**src/rtl/multicycle_control_pkg.sv**
```systemverilog
// Shared MIPS multicycle constants: state encodings, opcodes, mux selects and
// the per-state Moore output table used by the control FSM.
package multicycle_control_pkg;

  typedef enum logic [3:0] {
    ST_FETCH    = 4'd0,
    ST_DECODE   = 4'd1,
    ST_MEMADR   = 4'd2,
    ST_MEMREAD  = 4'd3,
    ST_MEMWB    = 4'd4,
    ST_MEMWRITE = 4'd5,
    ST_EXECUTE  = 4'd6,
    ST_ALUWB    = 4'd7,
    ST_BRANCH   = 4'd8,
    ST_JUMP     = 4'd9
  } state_e;

  localparam logic [5:0] OP_R   = 6'd0;
  localparam logic [5:0] OP_J   = 6'd2;
  localparam logic [5:0] OP_BEQ = 6'd4;
  localparam logic [5:0] OP_BNE = 6'd5;
  localparam logic [5:0] OP_LW  = 6'd35;
  localparam logic [5:0] OP_SW  = 6'd43;

  localparam logic [1:0] SRCB_B       = 2'b00;
  localparam logic [1:0] SRCB_FOUR    = 2'b01;
  localparam logic [1:0] SRCB_IMM     = 2'b10;
  localparam logic [1:0] SRCB_IMM_SL2 = 2'b11;

  localparam logic [1:0] PCSRC_ALU    = 2'b00;
  localparam logic [1:0] PCSRC_ALUOUT = 2'b01;
  localparam logic [1:0] PCSRC_JUMP   = 2'b10;

  localparam logic [1:0] ALUOP_ADD   = 2'b00;
  localparam logic [1:0] ALUOP_SUB   = 2'b01;
  localparam logic [1:0] ALUOP_FUNCT = 2'b10;

  typedef struct packed {
    logic       i_or_d;
    logic       mem_read;
    logic       mem_write;
    logic       reg_dst;
    logic       mem_to_reg;
    logic       reg_write;
    logic       alu_src_a;
    logic [1:0] alu_src_b;
    logic [1:0] alu_op;
    logic [1:0] pc_source;
    logic       fetch;
    logic       decode;
    logic       branch;
    logic       jump;
  } ctrl_t;

  function automatic ctrl_t state_ctrl(input state_e s);
    ctrl_t c;
    c = '0;
    case (s)
      ST_FETCH: begin
        c.mem_read  = 1'b1;
        c.alu_src_b = SRCB_FOUR;
        c.fetch     = 1'b1;
      end
      ST_DECODE: begin
        c.alu_src_b = SRCB_IMM_SL2;
        c.decode    = 1'b1;
      end
      ST_MEMADR: begin
        c.alu_src_a = 1'b1;
        c.alu_src_b = SRCB_IMM;
      end
      ST_MEMREAD: begin
        c.mem_read = 1'b1;
        c.i_or_d   = 1'b1;
      end
      ST_MEMWB: begin
        c.reg_write  = 1'b1;
        c.mem_to_reg = 1'b1;
      end
      ST_MEMWRITE: begin
        c.mem_write = 1'b1;
        c.i_or_d    = 1'b1;
      end
      ST_EXECUTE: begin
        c.alu_src_a = 1'b1;
        c.alu_op    = ALUOP_FUNCT;
      end
      ST_ALUWB: begin
        c.reg_write = 1'b1;
        c.reg_dst   = 1'b1;
      end
      ST_BRANCH: begin
        c.alu_src_a = 1'b1;
        c.alu_op    = ALUOP_SUB;
        c.pc_source = PCSRC_ALUOUT;
        c.branch    = 1'b1;
      end
      ST_JUMP: begin
        c.pc_source = PCSRC_JUMP;
        c.jump      = 1'b1;
      end
      default: c = '0;
    endcase
    return c;
  endfunction

endpackage

```
**src/rtl/multicycle_control_if.sv**
```systemverilog
// Control bundle between the multicycle controller (master) and the datapath
// (slave): instruction fields in, mux selects and enables out.
interface multicycle_control_if;
  logic [5:0] opcode;
  logic       zero;
  logic       pc_en;
  logic       i_or_d;
  logic       mem_read;
  logic       mem_write;
  logic       ir_write;
  logic       reg_dst;
  logic       mem_to_reg;
  logic       reg_write;
  logic       alu_src_a;
  logic [1:0] alu_src_b;
  logic [1:0] alu_op;
  logic [1:0] pc_source;
  logic [3:0] state;
  logic       illegal;

  modport master (
    input  opcode, zero,
    output pc_en, i_or_d, mem_read, mem_write, ir_write, reg_dst, mem_to_reg,
           reg_write, alu_src_a, alu_src_b, alu_op, pc_source, state, illegal
  );

  modport slave (
    output opcode, zero,
    input  pc_en, i_or_d, mem_read, mem_write, ir_write, reg_dst, mem_to_reg,
           reg_write, alu_src_a, alu_src_b, alu_op, pc_source, state, illegal
  );
endinterface

```
**src/rtl/multicycle_control_wait_counter.sv**
```systemverilog
// Memory wait down-counter: loaded on state entry, done when it reaches zero.
module mc_wait_counter #(
  parameter logic [3:0] RESET_VALUE = '0
) (
  input  logic       clock,
  input  logic       reset,
  input  logic       load,
  input  logic [3:0] value,
  output logic       done
);

  logic [3:0] count_q, count_d;

  always_comb begin
    count_d = count_q;
    if (load)
      count_d = value;
    else if (count_q != '0)
      count_d = count_q - 4'd1;
  end

  always_ff @(posedge clock or negedge reset) begin
    if (!reset)
      count_q <= RESET_VALUE;
    else
      count_q <= count_d;
  end

  assign done = (count_q == '0);

endmodule

```
**src/rtl/multicycle_control.sv**
```systemverilog
// MIPS multicycle Moore control FSM with parameterised memory wait states.
// Build option: define MC_JUMP_EN to support the j instruction (JUMP state).
module multicycle_control
  import multicycle_control_pkg::*;
#(
  parameter int unsigned MEM_WAIT = 0
) (
  input logic                 clock,
  input logic                 reset,
  multicycle_control_if.master bus
);

  localparam logic [3:0] WAIT_INIT = 4'(MEM_WAIT);

  state_e state_q, state_d;
  ctrl_t  ctrl_q, ctrl_d;
  logic   bne_q, bne_d;
  logic   wait_load, wait_done;
  logic   op_legal;
  logic   pc_write;

  always_comb begin
    case (bus.opcode)
      OP_R, OP_BEQ, OP_BNE, OP_LW, OP_SW: op_legal = 1'b1;
`ifdef MC_JUMP_EN
      OP_J:                               op_legal = 1'b1;
`endif
      default:                            op_legal = 1'b0;
    endcase
  end

  always_comb begin
    state_d = state_q;
    bne_d   = bne_q;
    case (state_q)
      ST_FETCH:    if (wait_done) state_d = ST_DECODE;
      ST_DECODE: begin
        bne_d = (bus.opcode == OP_BNE);
        case (bus.opcode)
          OP_R:          state_d = ST_EXECUTE;
          OP_BEQ, OP_BNE: state_d = ST_BRANCH;
          OP_LW, OP_SW:  state_d = ST_MEMADR;
`ifdef MC_JUMP_EN
          OP_J:          state_d = ST_JUMP;
`endif
          default:       state_d = ST_FETCH;
        endcase
      end
      ST_MEMADR:   state_d = (bus.opcode == OP_LW) ? ST_MEMREAD : ST_MEMWRITE;
      ST_MEMREAD:  if (wait_done) state_d = ST_MEMWB;
      ST_MEMWB:    state_d = ST_FETCH;
      ST_MEMWRITE: if (wait_done) state_d = ST_FETCH;
      ST_EXECUTE:  state_d = ST_ALUWB;
      ST_ALUWB:    state_d = ST_FETCH;
      ST_BRANCH:   state_d = ST_FETCH;
`ifdef MC_JUMP_EN
      ST_JUMP:     state_d = ST_FETCH;
`endif
      default:     state_d = ST_FETCH;
    endcase
    // Outputs are registered from the next state so they change with state_q.
    ctrl_d = state_ctrl(state_d);
    // Every state change reloads the counter; only memory states consume it.
    wait_load = (state_d != state_q);
  end

  always_ff @(posedge clock or negedge reset) begin
    if (!reset) begin
      state_q <= ST_FETCH;
      ctrl_q  <= state_ctrl(ST_FETCH);
      bne_q   <= 1'b0;
    end else begin
      state_q <= state_d;
      ctrl_q  <= ctrl_d;
      bne_q   <= bne_d;
    end
  end

  mc_wait_counter #(
    .RESET_VALUE(WAIT_INIT)
  ) u_wait (
    .clock (clock),
    .reset (reset),
    .load  (wait_load),
    .value (WAIT_INIT),
    .done  (wait_done)
  );

  assign pc_write = (ctrl_q.fetch & wait_done) | ctrl_q.jump;

  assign bus.pc_en      = ctrl_q.branch ? (bne_q ? ~bus.zero : bus.zero) : pc_write;
  assign bus.ir_write   = ctrl_q.fetch & wait_done;
  assign bus.illegal    = ctrl_q.decode & ~op_legal;
  assign bus.i_or_d     = ctrl_q.i_or_d;
  assign bus.mem_read   = ctrl_q.mem_read;
  assign bus.mem_write  = ctrl_q.mem_write;
  assign bus.reg_dst    = ctrl_q.reg_dst;
  assign bus.mem_to_reg = ctrl_q.mem_to_reg;
  assign bus.reg_write  = ctrl_q.reg_write;
  assign bus.alu_src_a  = ctrl_q.alu_src_a;
  assign bus.alu_src_b  = ctrl_q.alu_src_b;
  assign bus.alu_op     = ctrl_q.alu_op;
  assign bus.pc_source  = ctrl_q.pc_source;
  assign bus.state      = state_q;

endmodule

```
**src/flat_wrapper.sv**
```systemverilog
// flat-port wrapper written by rule: the top's interface ports become plain ports
module multicycle_control_flat import multicycle_control_pkg::*;
#(
  parameter int unsigned MEM_WAIT = 0
)
  (clock, reset, bus_opcode, bus_zero, bus_pc_en, bus_i_or_d, bus_mem_read, bus_mem_write, bus_ir_write, bus_reg_dst, bus_mem_to_reg, bus_reg_write, bus_alu_src_a, bus_alu_src_b, bus_alu_op, bus_pc_source, bus_state, bus_illegal);
  multicycle_control_if bus_i ();
  input logic clock;
  input logic reset;
  input wire logic [$bits(bus_i.opcode)-1:0] bus_opcode;
  input wire logic [$bits(bus_i.zero)-1:0] bus_zero;
  output wire logic [$bits(bus_i.pc_en)-1:0] bus_pc_en;
  output wire logic [$bits(bus_i.i_or_d)-1:0] bus_i_or_d;
  output wire logic [$bits(bus_i.mem_read)-1:0] bus_mem_read;
  output wire logic [$bits(bus_i.mem_write)-1:0] bus_mem_write;
  output wire logic [$bits(bus_i.ir_write)-1:0] bus_ir_write;
  output wire logic [$bits(bus_i.reg_dst)-1:0] bus_reg_dst;
  output wire logic [$bits(bus_i.mem_to_reg)-1:0] bus_mem_to_reg;
  output wire logic [$bits(bus_i.reg_write)-1:0] bus_reg_write;
  output wire logic [$bits(bus_i.alu_src_a)-1:0] bus_alu_src_a;
  output wire logic [$bits(bus_i.alu_src_b)-1:0] bus_alu_src_b;
  output wire logic [$bits(bus_i.alu_op)-1:0] bus_alu_op;
  output wire logic [$bits(bus_i.pc_source)-1:0] bus_pc_source;
  output wire logic [$bits(bus_i.state)-1:0] bus_state;
  output wire logic [$bits(bus_i.illegal)-1:0] bus_illegal;
  assign bus_i.opcode = bus_opcode;
  assign bus_i.zero = bus_zero;
  assign bus_pc_en = bus_i.pc_en;
  assign bus_i_or_d = bus_i.i_or_d;
  assign bus_mem_read = bus_i.mem_read;
  assign bus_mem_write = bus_i.mem_write;
  assign bus_ir_write = bus_i.ir_write;
  assign bus_reg_dst = bus_i.reg_dst;
  assign bus_mem_to_reg = bus_i.mem_to_reg;
  assign bus_reg_write = bus_i.reg_write;
  assign bus_alu_src_a = bus_i.alu_src_a;
  assign bus_alu_src_b = bus_i.alu_src_b;
  assign bus_alu_op = bus_i.alu_op;
  assign bus_pc_source = bus_i.pc_source;
  assign bus_state = bus_i.state;
  assign bus_illegal = bus_i.illegal;
  multicycle_control #(.MEM_WAIT(MEM_WAIT)) u_core (.clock(clock), .reset(reset), .bus(bus_i));
endmodule
```
**config.mk**
```make
export PLATFORM = sky130hd
export DESIGN_NAME = multicycle_control_flat
export DESIGN_NICKNAME = d
export VERILOG_FILES = /design/src/rtl/multicycle_control_pkg.sv /design/src/rtl/multicycle_control_if.sv /design/src/rtl/multicycle_control_wait_counter.sv /design/src/rtl/multicycle_control.sv /design/src/flat_wrapper.sv
export SDC_FILE = /design/constraint.sdc
export NUM_CORES = 1
export LEC_CHECK = 0
export CAP_MARGIN = 15
export CORE_ASPECT_RATIO = 1.1
export CORE_MARGIN = 2
export CORE_UTILIZATION = 55
export CTS_CLUSTER_SIZE = 40
export DETAILED_ROUTE_END_ITERATION = 8
export DONT_BUFFER_PORTS = 1
export PLACE_DENSITY = 0.84
export SETUP_SLACK_MARGIN = 0.1
export SYNTH_ARGS = -nofsm -noshare
export SYNTH_HDL_FRONTEND = slang
export SYNTH_SLANG_ARGS = --single-unit
```
**constraint.sdc**
```tcl
create_clock -name clock -period 1.58 [get_ports clock]
set_input_delay 0.158 -clock clock [delete_from_list [all_inputs] [get_ports clock]]
set_output_delay 0.158 -clock clock [all_outputs]
set_load 0.01 [all_outputs]
```
==> results, run 1 <==
- The highest metal layer carrying signal wires in the routed design is met4.
- The number of port buffers is 0.
- Summed over all layers, the routed wires come to 2680 um.
- The cell family with the largest share of critical-path delay is simple AND/OR/NAND/NOR gates.
- The number of buffers and inverters on the critical path is 1.
- The slowest stage of the critical path is the dfrtp_1 cell.
- Summed over all instances, the cell type with the most area after synthesis is dfrtp_1.
- After detailed routing, the number of vias per cell comes to 6.07.
- After detailed routing, the number of remaining DRC violations is 0.
- The sequential fraction of the synthesis area is 49.3%.
- The chip width is 49.0 um.
- The final reports fail on setup timing.
- After the first detailed-routing iteration, the DRC count stood at 29.
- The count of vias placed by the detailed router is 971.
- Ranked by instance count, the synthesized netlist is headed by dfrtp_1 (21), nor3_1 (11), a21oi_1 (10), buf_4 (8), nand2_1 (8).
- The worst setup path is launched from a flop.
- The delay contributed by the slowest stage of the critical path is 0.42 ns.
- The repair_antennas step left the layout with diodes totalling 0.
- The total routing resource utilization after global routing is 21.5%.
- The fmax is 590 MHz.
- The number of hold-slack violations in the final timing report was 0.
- The area growth from synthesis to layout is 21.7%.
- The initial cell density of the core is 59.4%.
- The routed length per placed instance is 16.7 um.
- The highest ir drop seen on vdd is 0.670 mV.
- The worst setup path is captured at an output port.
- Across the run, the number of max-cap violations was 0.
- Entering global routing, the biggest net connects 25 pins.
- The static leakage power is 0.669 nW.
- The fraction of final layout cells sized beyond drive strength 1 is 41.7%.
- The first detailed-routing pass ran for 4 iterations.
- The Yosys warning count is 0.
- The remaining global-route overflow is 0.
- The worst setup margin is -0.115 ns.
- The clock latency on the worst-skew pair is 0.32 ns.
- Clock-pin slew was measured on the worst setup and hold paths at 0.13 ns.
- In this run the remaining antenna-violating nets after routing total 0.
- Detailed placement ended at an HPWL of 1660 um.
- Walking the worst path, the cells encountered are inv_2, ha_4, nor3b_4, and2_4, nor3_2, a21oi_2.
- The worst setup path is of the reg -> out kind.
- The run finished, with violations left.
- The congestion estimate from routability-driven global placement came to 0.871.
- The most numerous cell in the Yosys netlist is dfrtp_1.
- The global-route wire length before repair is 4080 um.
- Summed over all nets, wire length on met2 after detailed routing comes to 1260 um.
- The total CTS buffers is 3.
- Across all register-to-register paths, the minimum setup slack is -0.11 ns.
- The die footprint is 0.00262 sq mm.
- The arrival time of the worst setup path is 1.54 ns.
- The number of distinct library cells after synthesis is 48.
- The clock arrives with 0.00199 ns of skew.
- The worst slack after detailed placement is -0.0446 ns.
- Row generation in the floorplan step produced 17 rows.
- The clock period minus worst slack is 1.70 ns.
- The core region is 0.00206 sq mm.
- In this run the clock root is driven by a clkbuf_4.
- The share of synthesized area in the top cell type comes to 42.9%.
- Summed over all failing endpoints, the final setup total negative slack is -0.373 ns.
- By area the synthesized netlist is led by dfrtp_1 (43%), dfstp_2 (6.4%), buf_4 (4.9%).
- The layout has 150 filler cells.
- The TritonCTS sink count is 24.
- The number of enable-type register cells in the synthesized netlist is 0.
- The met3 layer wire length in the routed design is 212 um.
- In the final routing, the length of wire on met1 measures 1140 um.
- The initial antenna violation count is 0.
- The largest buffer count on any clock path is 2.
- When the netlist entered floorplanning its net count stood at 125.
- TritonCTS built the clock tree.
- The largest fanout on the critical path is 3.
- Setup repair after global routing could not meet its margin everywhere.
- In the synthesized netlist the async set-or-reset flop fraction comes to 100%.
- The final-report max-slew violation count is 0.
- Summing every instance area after synthesis gives 0.00122 sq mm.
- Once layout is complete, the utilization of the core stands at 72.2%.
- The number of failing setup endpoints in the final timing report is 7.
- Synthesis handed over a netlist of 115 instances.
- The number of I/O pins is 29.
- The number of global-route vias before repair was 937.
- The synthesized design contains 24 register bits.
- For this run, the leading register cell type out of synthesis is dfrtp_1.
- The H-tree depth is 1.
- In the final design database the tool counted 143 nets.
- The mean instance size in the synthesized netlist is 10.7 sq um.
- The worst hold-check path type is in -> reg.
- The vertical extent of the die is 53.5 um.
- The ratio of final minimum period to clock period is 107%.
- In this run the power density over the cells is 1060 mW/mm^2.
- The worst endpoint required time is 1.42 ns.
-- cells in the final DEF, fill, tap and decap left out, drive strengths merged, types with 2 or more instances in the layout --
master       count
nor4b            2
nand3b           2
inv              3
or3              2
or2              2
buf             19
nor3b            2
dfstp            3
dlygate4sd3      4
dfrtp           21
clkbuf           4
nor3            11
nand2            8
o22ai            2
a21oi           10
nor2b            2
nand2b           3
or3b             2
nor2             6
-- path summary, 6_finish.rpt --
path,to,start,depth (start not counted)
worst max-delay path,bus_pc_en,u_core.u_wait.count_q[0]$_DFFE_PN0P_,6
worst min-delay path,u_core.bus.alu_src_b[1]$_DFF_PN0_,bus_opcode[4],2
worst max register to register,u_core.bus.mem_read$_DFF_PN1_,u_core.u_wait.count_q[0]$_DFFE_PN0P_,7
worst min register to register,u_core.bne_q$_DFFE_PN0P_,u_core.bne_q$_DFFE_PN0P_,1
max in group asynchronous,u_core.bus.mem_read$_DFF_PN1_,reset,2
min in group asynchronous,u_core.u_wait.count_q[2]$_DFFE_PN0P_,reset,1
-- report_power, final --
group          switching (W)  leakage (nW)  total [W]  internal, W
Clock               0.000182        0.0210   0.000323     0.000141
Sequential          0.000104         0.313   0.000821     0.000717
Combinational       0.000210         0.335   0.000433     0.000222
Total               0.000496         0.669    0.00158      0.00108
-- area by class of cell --
cell class                 instances  area, sq um  share of cell area, %
sequential                        24          607                   40.7
clock buffer                       4         36.3                   2.43
timing repair buffer              23          190                   12.8
inverter                           3         11.3                  0.756
tap                               28         35.0                   2.35
multi-input combinational         78          611                   41.0
-- worst register-to-register path, delay by kind of cell (launching register included) --
kind / cells / cell delay [ns]
compound gates: 2 / 0.46
fa+ha+maj: 1 / 0.14
buf+inv: 2 / 0.25
flops: 1 / 0.42
simple gates: 2 / 0.37
-- cells by family (layout without fill, tap and decap cells) --
family,count (synthesis),after routing,share of synthesized area [%]
flip-flops,24,24,49.3
other,1,1,0.306
buffers and inverters,13,30,7.15
AND/OR/NAND/NOR,51,51,27.5
adder cells (fa/ha/maj),1,1,1.02
XOR/XNOR,2,2,1.43
AO/OA/AOI/OAI,23,23,13.3
-- what timing repair did --
action | 4_1_cts | 5_1_grt
endpoints found under the setup margin | 11 | 15
hold buffers | 4 | 0
resized for setup | 11 | 6
setup buffers | 4 | 3
endpoints found under the hold margin | 29 | 0
pin swaps | 7 | 2
-- through the flow --
stage,area [sq um],instances,total power [W],hold slack (ns)
after global placement,1280,144,0.00118,-0.137
after detailed placement,1280,144,0.00119,-0.137
final,1490,160,0.00158,0.0188
after floorplan,1240,115,0.00110,-0.138
after global routing,1490,160,0.00165,0.00742
after CTS,1430,156,0.00154,0.0384
-- routing by layer --
metal	vias to the layer above	GRT usage, %
met5	-	0
met4	0	13.3
met3	9	5.65
met2	55	33.3
met1	468	27.1
li1	439	-
No activity file was read; power rests on OpenSTA's default activity.
==> run 2: changes to the inputs <==
CORE_MARGIN = not set   (was 2)
CTS_CLUSTER_DIAMETER = 120   (was not set)
SETUP_SLACK_MARGIN = not set   (was 0.1)
==> results, run 2 (synthesis results as in run 1) <==
- In this run the worst hold path is classified as in -> reg.
- The count of buffers added on input and output ports is 0.
- The internal portion of the total power is 0.00107 W.
- After layout, the worst setup slack is -0.133 ns.
- Entering global routing, the biggest net connects 25 pins.
- Power spread over the standard cell area amounts to 1060 mW/mm^2.
- The proportion of power drawn by the clock network is 20.2%.
- The via-per-instance ratio is 5.79.
- The number of clock buffers added by TritonCTS is 3.
- The HPWL reported at the end of detailed placement is 1670 um.
- The largest fanout on the critical path is 4.
- The power spent charging and discharging nets is 0.000483 W.
- The total overflow left after global routing is 0.
- The hold slack is 0.0400 ns.
- The iteration count of the initial detailed-routing pass is 4.
- In the layout the commonest cells are dfrtp_1 (21), buf_4 (16), nor3_1 (9).
- For the worst setup path, the data required time is 1.42 ns.
- For the pin with the worst max-slew slack, the measured transition is 1.01 ns.
- In the routed design, unresolved DRC markers number 0.
- After detailed placement, the design holds a cell count of 145.
- The critical path is of the reg -> out type.
- Data arrives at the worst endpoint at 1.56 ns.
- The tree is rooted in a clkbuf_4.
- In this run the cell area measured after placement is 0.00127 sq mm.
- The final reports fail on setup timing.
- Across the run, the number of max-cap violations was 0.
- The violation count after the first detailed-route iteration is 9.
- The worst slew margin relative to its limit is 32.2%.
- Setup violations remaining at the end of the flow were counted as 9.
- The wire length after detailed routing is 2550 um.
- Sequential cells burn 52.3% of the power.
- Setup repair after global routing could not meet its margin everywhere.
- The net count of the finished layout is 140.
- The worst slack after detailed placement is -0.104 ns.
- The H-tree depth is 1.
- The final-report max-slew violation count is 0.
- After the flow finishes, the layout carries non-filler instances totaling 157.
- The static leakage power is 0.653 nW.
- Relative to the synthesized area, the layout overhead comes to 19.7%.
- In this run switching power makes up 31.1% of total power.
- The area inside the core boundary is 0.00204 sq mm.
- The fraction of final layout cells sized beyond drive strength 1 is 38.0%.
- TritonCTS built the clock tree.
- During I/O placement, the number of pins put on the boundary was 29.
- The number of hold-slack violations in the final timing report is 0.
- The combinational share of power is 27.4%.
- For this configuration, the core starts out at a cell density of 60.0%.
- CTS saw 24 sinks.
- The die covers 0.00242 sq mm.
- The library cell used most frequently in the layout, excluding fill and tap cells, is dfrtp_1.
- The smallest clock period supported by the final layout is computed as 1.71 ns.
- Across every metal layer, demand over resource in global routing totals 24.2%.
- Static timing analysis puts the maximum clock frequency at 584 MHz.
- The number of antenna diodes in the final layout is 0.
- The run finished, with violations left.
- The vertical extent of the die is 51.5 um.
- In this run the core area contains 17 standard-cell rows.
- The detail route stage leaves a number of antenna-violating nets equal to 0.
- The initial antenna violation count is 0.
- The finished cells cover 0.00147 sq mm.
- The worst setup path is launched from a flop.
- For the worst-skew pair, the clock arrives at the later sink with an insertion delay of 0.31 ns.
- The clock-pin transition on the worst setup and hold timing paths is 0.12 ns.
- The congestion estimate from routability-driven global placement came to 0.898.
- The number of global-route vias before repair is 913.
- The ratio of final minimum period to clock period is 108%.
- After detailed routing, the average wire length per cell comes to 16.2 um.
- The first global-routing pass estimated 4060 um of wire.
- The final setup skew is 0.00621 ns.
- The largest buffer count on any clock path is 2.
- The worst-case IR drop observed on VDD is 0.605 mV.
- The chip width is 47.0 um.
- Cells fill 71.8% of the core in the end.
- The count of vias placed by the detailed router is 909.
- The critical path endpoint category is an output port.
run 2: changes by cell type in the layout (fill, tap and decap cells not counted), sizes merged:
cell  change
buf       -3
run 2: repair_timing:
item	CTS	global route
hold buffers	4	0
resized for setup	14	7
hold endpoints to repair	29	0
setup buffers	3	1
endpoints found under the setup margin	6	12
pin swaps	3	5
run 2: power by group through the flow:
stage	clock network [W]	logic, W	registers [W]
2_1_floorplan	0	0.000309	0.000780
3_3_place_gp	0	0.000351	0.000817
3_5_place_dp	0	0.000353	0.000822
4_1_cts	0.000319	0.000414	0.000810
5_1_grt	0.000356	0.000459	0.000824
6_report	0.000314	0.000425	0.000812
run 2: per-stage QoR:
step                power [W]  setup TNS [ns]
finish                0.00155          -0.584
global route          0.00164           -1.45
CTS                   0.00154          -0.161
detailed placement    0.00118          -0.217
global placement      0.00117       -0.000246
floorplan             0.00109               0
run 2: final timing paths:
| check | cells after the start | end | startpoint | slack (ns) |
|---|---|---|---|---|
| setup / recovery | 6 | bus_pc_en | u_core.u_wait.count_q[0]$_DFFE_PN0P_ | -0.13 |
| hold / removal | 2 | u_core.bus.alu_src_b[1]$_DFF_PN0_ | bus_opcode[4] | 0.04 |
| setup reg to reg | 7 | u_core.bus.mem_read$_DFF_PN1_ | u_core.u_wait.count_q[0]$_DFFE_PN0P_ | -0.11 |
| hold reg to reg | 1 | u_core.bne_q$_DFFE_PN0P_ | u_core.bne_q$_DFFE_PN0P_ | 0.56 |
| max in group asynchronous | 1 | u_core.ctrl_q[0]$_DFF_PN0_ | reset | 0.52 |
| min in group asynchronous | 1 | u_core.bus.mem_write$_DFF_PN0_ | reset | 0.45 |
run 2: critical path: stages, from the launching register on:
cell,delay (ns)
dfrtp_1,0.41
inv_2,0.07
ha_4,0.15
nor3b_4,0.23
and2_4,0.18
nor3_2,0.04
a21oi_2,0.16
run 2: per-layer routing:
metal / up-vias / wire, um / track usage, %
met5: - / 0 / 0
met1: 441 / 1100 / 33.3
met4: 0 / 37 / 11.4
li1: 430 / - / -
met3: 4 / 147 / 4.17
met2: 34 / 1260 / 36.6
run 2: area by class of cell:
class,instances,area (sq um)
multi-input cells,78,619
flip-flops and latches,24,604
fillers,145,576
repair buffers,20,160
clock buffers,4,36.3
well taps,28,35.0
inverters,3,11.3
==> run 3: changes to the inputs <==
SKIP_CTS_REPAIR_TIMING = 1   (was not set)
==> results, run 3 (synthesis results as in run 1) <==
- The count of maximum capacitance violations is 0.
- The total CTS buffers is 3.
- The placer's final routability congestion estimate is 0.898.
- The kind of cell with the highest combined delay along the critical path is simple AND/OR/NAND/NOR gates.
- The clock passes through at most 2 buffers.
- The number of failing setup endpoints in the final timing report is 5.
- Summed over all cells, the static leakage comes to 0.652 nW.
- The die covers 0.00242 sq mm.
- From synthesis to final layout, the design area changed by 18.2%.
- Counting both buffers and inverters, the worst setup path holds a total of 1.
- The vertical extent of the die is 51.5 um.
- The count of vias placed by the detailed router is 908.
- After detailed routing, the number of remaining DRC violations is 0.
- For this run, the share of the core covered by cells in the final layout is 70.9%.
- The fmax is 595 MHz.
- 0 antenna diodes ended up in the layout.
- The critical path startpoint category is a flop.
- The path type of the worst setup path is reg -> out.
- The root buffer cell is clkbuf_4.
- The number of port buffers is 0.
- The first TritonRoute pass finished after 4 iterations.
- The total overflow left after global routing is 0.
- The internal power is 0.00107 W.
- The standard cell with the maximum stage delay on the critical path is dfrtp_1.
- The via-per-instance ratio is 5.82.
- STA puts the critical path data required time at 1.42 ns.
- The global-route wire length before repair is 3670 um.
- Of the cells placed in the final design, the portion with a size suffix greater than 1 is 33.6%.
- The clock-pin transition on the worst setup and hold timing paths is 0.12 ns.
- The sequential group share of total power is 52.3%.
- In the layout the commonest cells are dfrtp_1 (21), buf_4 (14), nor3_1 (9).
- The number of placed instances, taps included, is 145.
- The power per unit of standard cell area is 1080 mW/mm^2.
- The placement row count is 17.
- After layout, the worst path uses 106% of the clock period.
- The wire length after detailed routing is 2430 um.
- The H-tree depth is 1.
- The TritonCTS sink count is 24.
- The critical path endpoint category is an output port.
- The arrival time of the worst setup path is 1.52 ns.
- The clock network burns 20.3% of the power.
- The chip width is 47.0 um.
- The run finished, with violations left.
- The largest fanout on the critical path is 4.
- The number of global-route vias before repair is 859.
- The switching part of the total is 31.4%.
- The HPWL reported at the end of detailed placement is 1670 um.
- For this design the top-level I/O count stands at 29.
- The maximum number of pins on one net before global-route repair is 25.
- The combinational share of power is 27.4%.
- In the final routed layout, each cell accounts on average for 15.6 um.
- The final-report max-slew violation count came to 0.
- After the first detailed-routing iteration, the DRC count stood at 13.
- The area inside the core boundary is 0.00204 sq mm.
- The final setup skew is 0.00145 ns.
- The initial antenna violation count is 0.
- Walking the worst path, the cells encountered are inv_2, ha_4, nor3b_4, and2_4, nor3_2, a21oi_2.
- For this configuration, the core starts out at a cell density of 60.0%.
- The library cell used most frequently in the layout, excluding fill and tap cells, is dfrtp_1.
- The worst hold-check path type is in -> reg.
- Leaving out filler cells and counting taps, the final layout contains 156.
- Across the VDD grid, the largest voltage drop is 0.642 mV.
- Global routing consumed, over all layers together, 21.9% of the routing resources.
- The slack of the worst reg-to-reg path is -0.07 ns.
- The power spent charging and discharging nets is 0.000491 W.
- The final net count is 139.
- The clock period minus worst slack is 1.68 ns.
- The number of hold-slack violations in the final timing report is 1.
- Final hold analysis gives a worst-case slack of -0.00180 ns.
- At the later pin of the worst-skew pair, clock insertion delay measures 0.31 ns.
- The checks that failed: hold timing, setup timing.
- Setup repair after global routing could not meet its margin everywhere.
- The CTS tree is built.
- The final-layout fill cell count is 157.
- The delay contributed by the slowest stage of the critical path is 0.40 ns.
- The count of nets left with antenna violations once routing finished came out at 0.
- In the post-route analysis, the smallest setup slack over all paths is -0.100 ns.
-- run 3: final cells by class --
class                           count  area (sq um)  share of cell area [%]
Multi-Input combinational cell     78           596                    41.1
Tap cell                           28          35.0                    2.42
Timing Repair Buffer               19           165                    11.4
Sequential cell                    24           604                    41.7
Inverter                            3          11.3                   0.778
Clock buffer                        4          36.3                    2.51
-- run 3: worst paths after layout --
kind	endpoint	start	depth (start not counted)
setup / recovery	bus_pc_en	u_core.u_wait.count_q[1]$_DFFE_PN0P_	6
setup reg to reg	u_core.bus.mem_read$_DFF_PN1_	u_core.u_wait.count_q[1]$_DFFE_PN0P_	7
min in group asynchronous	u_core.bus.mem_to_reg$_DFF_PN0_	reset	2
hold / removal	u_core.bus.pc_source[0]$_DFF_PN0_	bus_opcode[2]	2
hold reg to reg	u_core.u_wait.count_q[0]$_DFFE_PN0P_	u_core.u_wait.count_q[0]$_DFFE_PN0P_	2
max in group asynchronous	u_core.ctrl_q[3]$_DFF_PN1_	reset	2
-- run 3: power by group through the flow --
| stage | clock, W | sequential, W | combinational (W) |
|---|---|---|---|
| after floorplan | 0 | 0.000780 | 0.000309 |
| after global placement | 0 | 0.000817 | 0.000351 |
| after detailed placement | 0 | 0.000822 | 0.000353 |
| after CTS | 0.000319 | 0.000809 | 0.000357 |
| after global routing | 0.000350 | 0.000828 | 0.000465 |
| final | 0.000316 | 0.000817 | 0.000428 |
-- run 3: worst register-to-register path, stage by stage (launching register included) --
cell	delay [ns]
dfrtp_1	0.40
inv_2	0.07
ha_4	0.14
nor3b_4	0.21
buf_4	0.17
o22ai_2	0.08
o41a_1	0.35
nor3b_1	0.16
-- run 3: per-stage QoR --
| step | hold slack [ns] | power [W] | TNS (ns) | instance area, sq um | setup slack, ns |
|---|---|---|---|---|---|
| 2_1_floorplan | -0.138 | 0.00109 | 0 | 1220 | 0.0278 |
| 5_1_grt | 0.00352 | 0.00164 | -0.752 | 1450 | -0.206 |
| 4_1_cts | -0.488 | 0.00148 | -0.887 | 1310 | -0.324 |
| 3_3_place_gp | -0.137 | 0.00117 | -0.000246 | 1270 | -0.000246 |
| 3_5_place_dp | -0.137 | 0.00118 | -0.217 | 1270 | -0.104 |
| 6_report | -0.00180 | 0.00156 | -0.209 | 1450 | -0.100 |
-- run 3: per-layer routing --
metal	wire, um	track usage [%]
met2	1180	33.1
met3	122	4.51
met5	0	0
met1	1080	28.9
met4	47	11.4
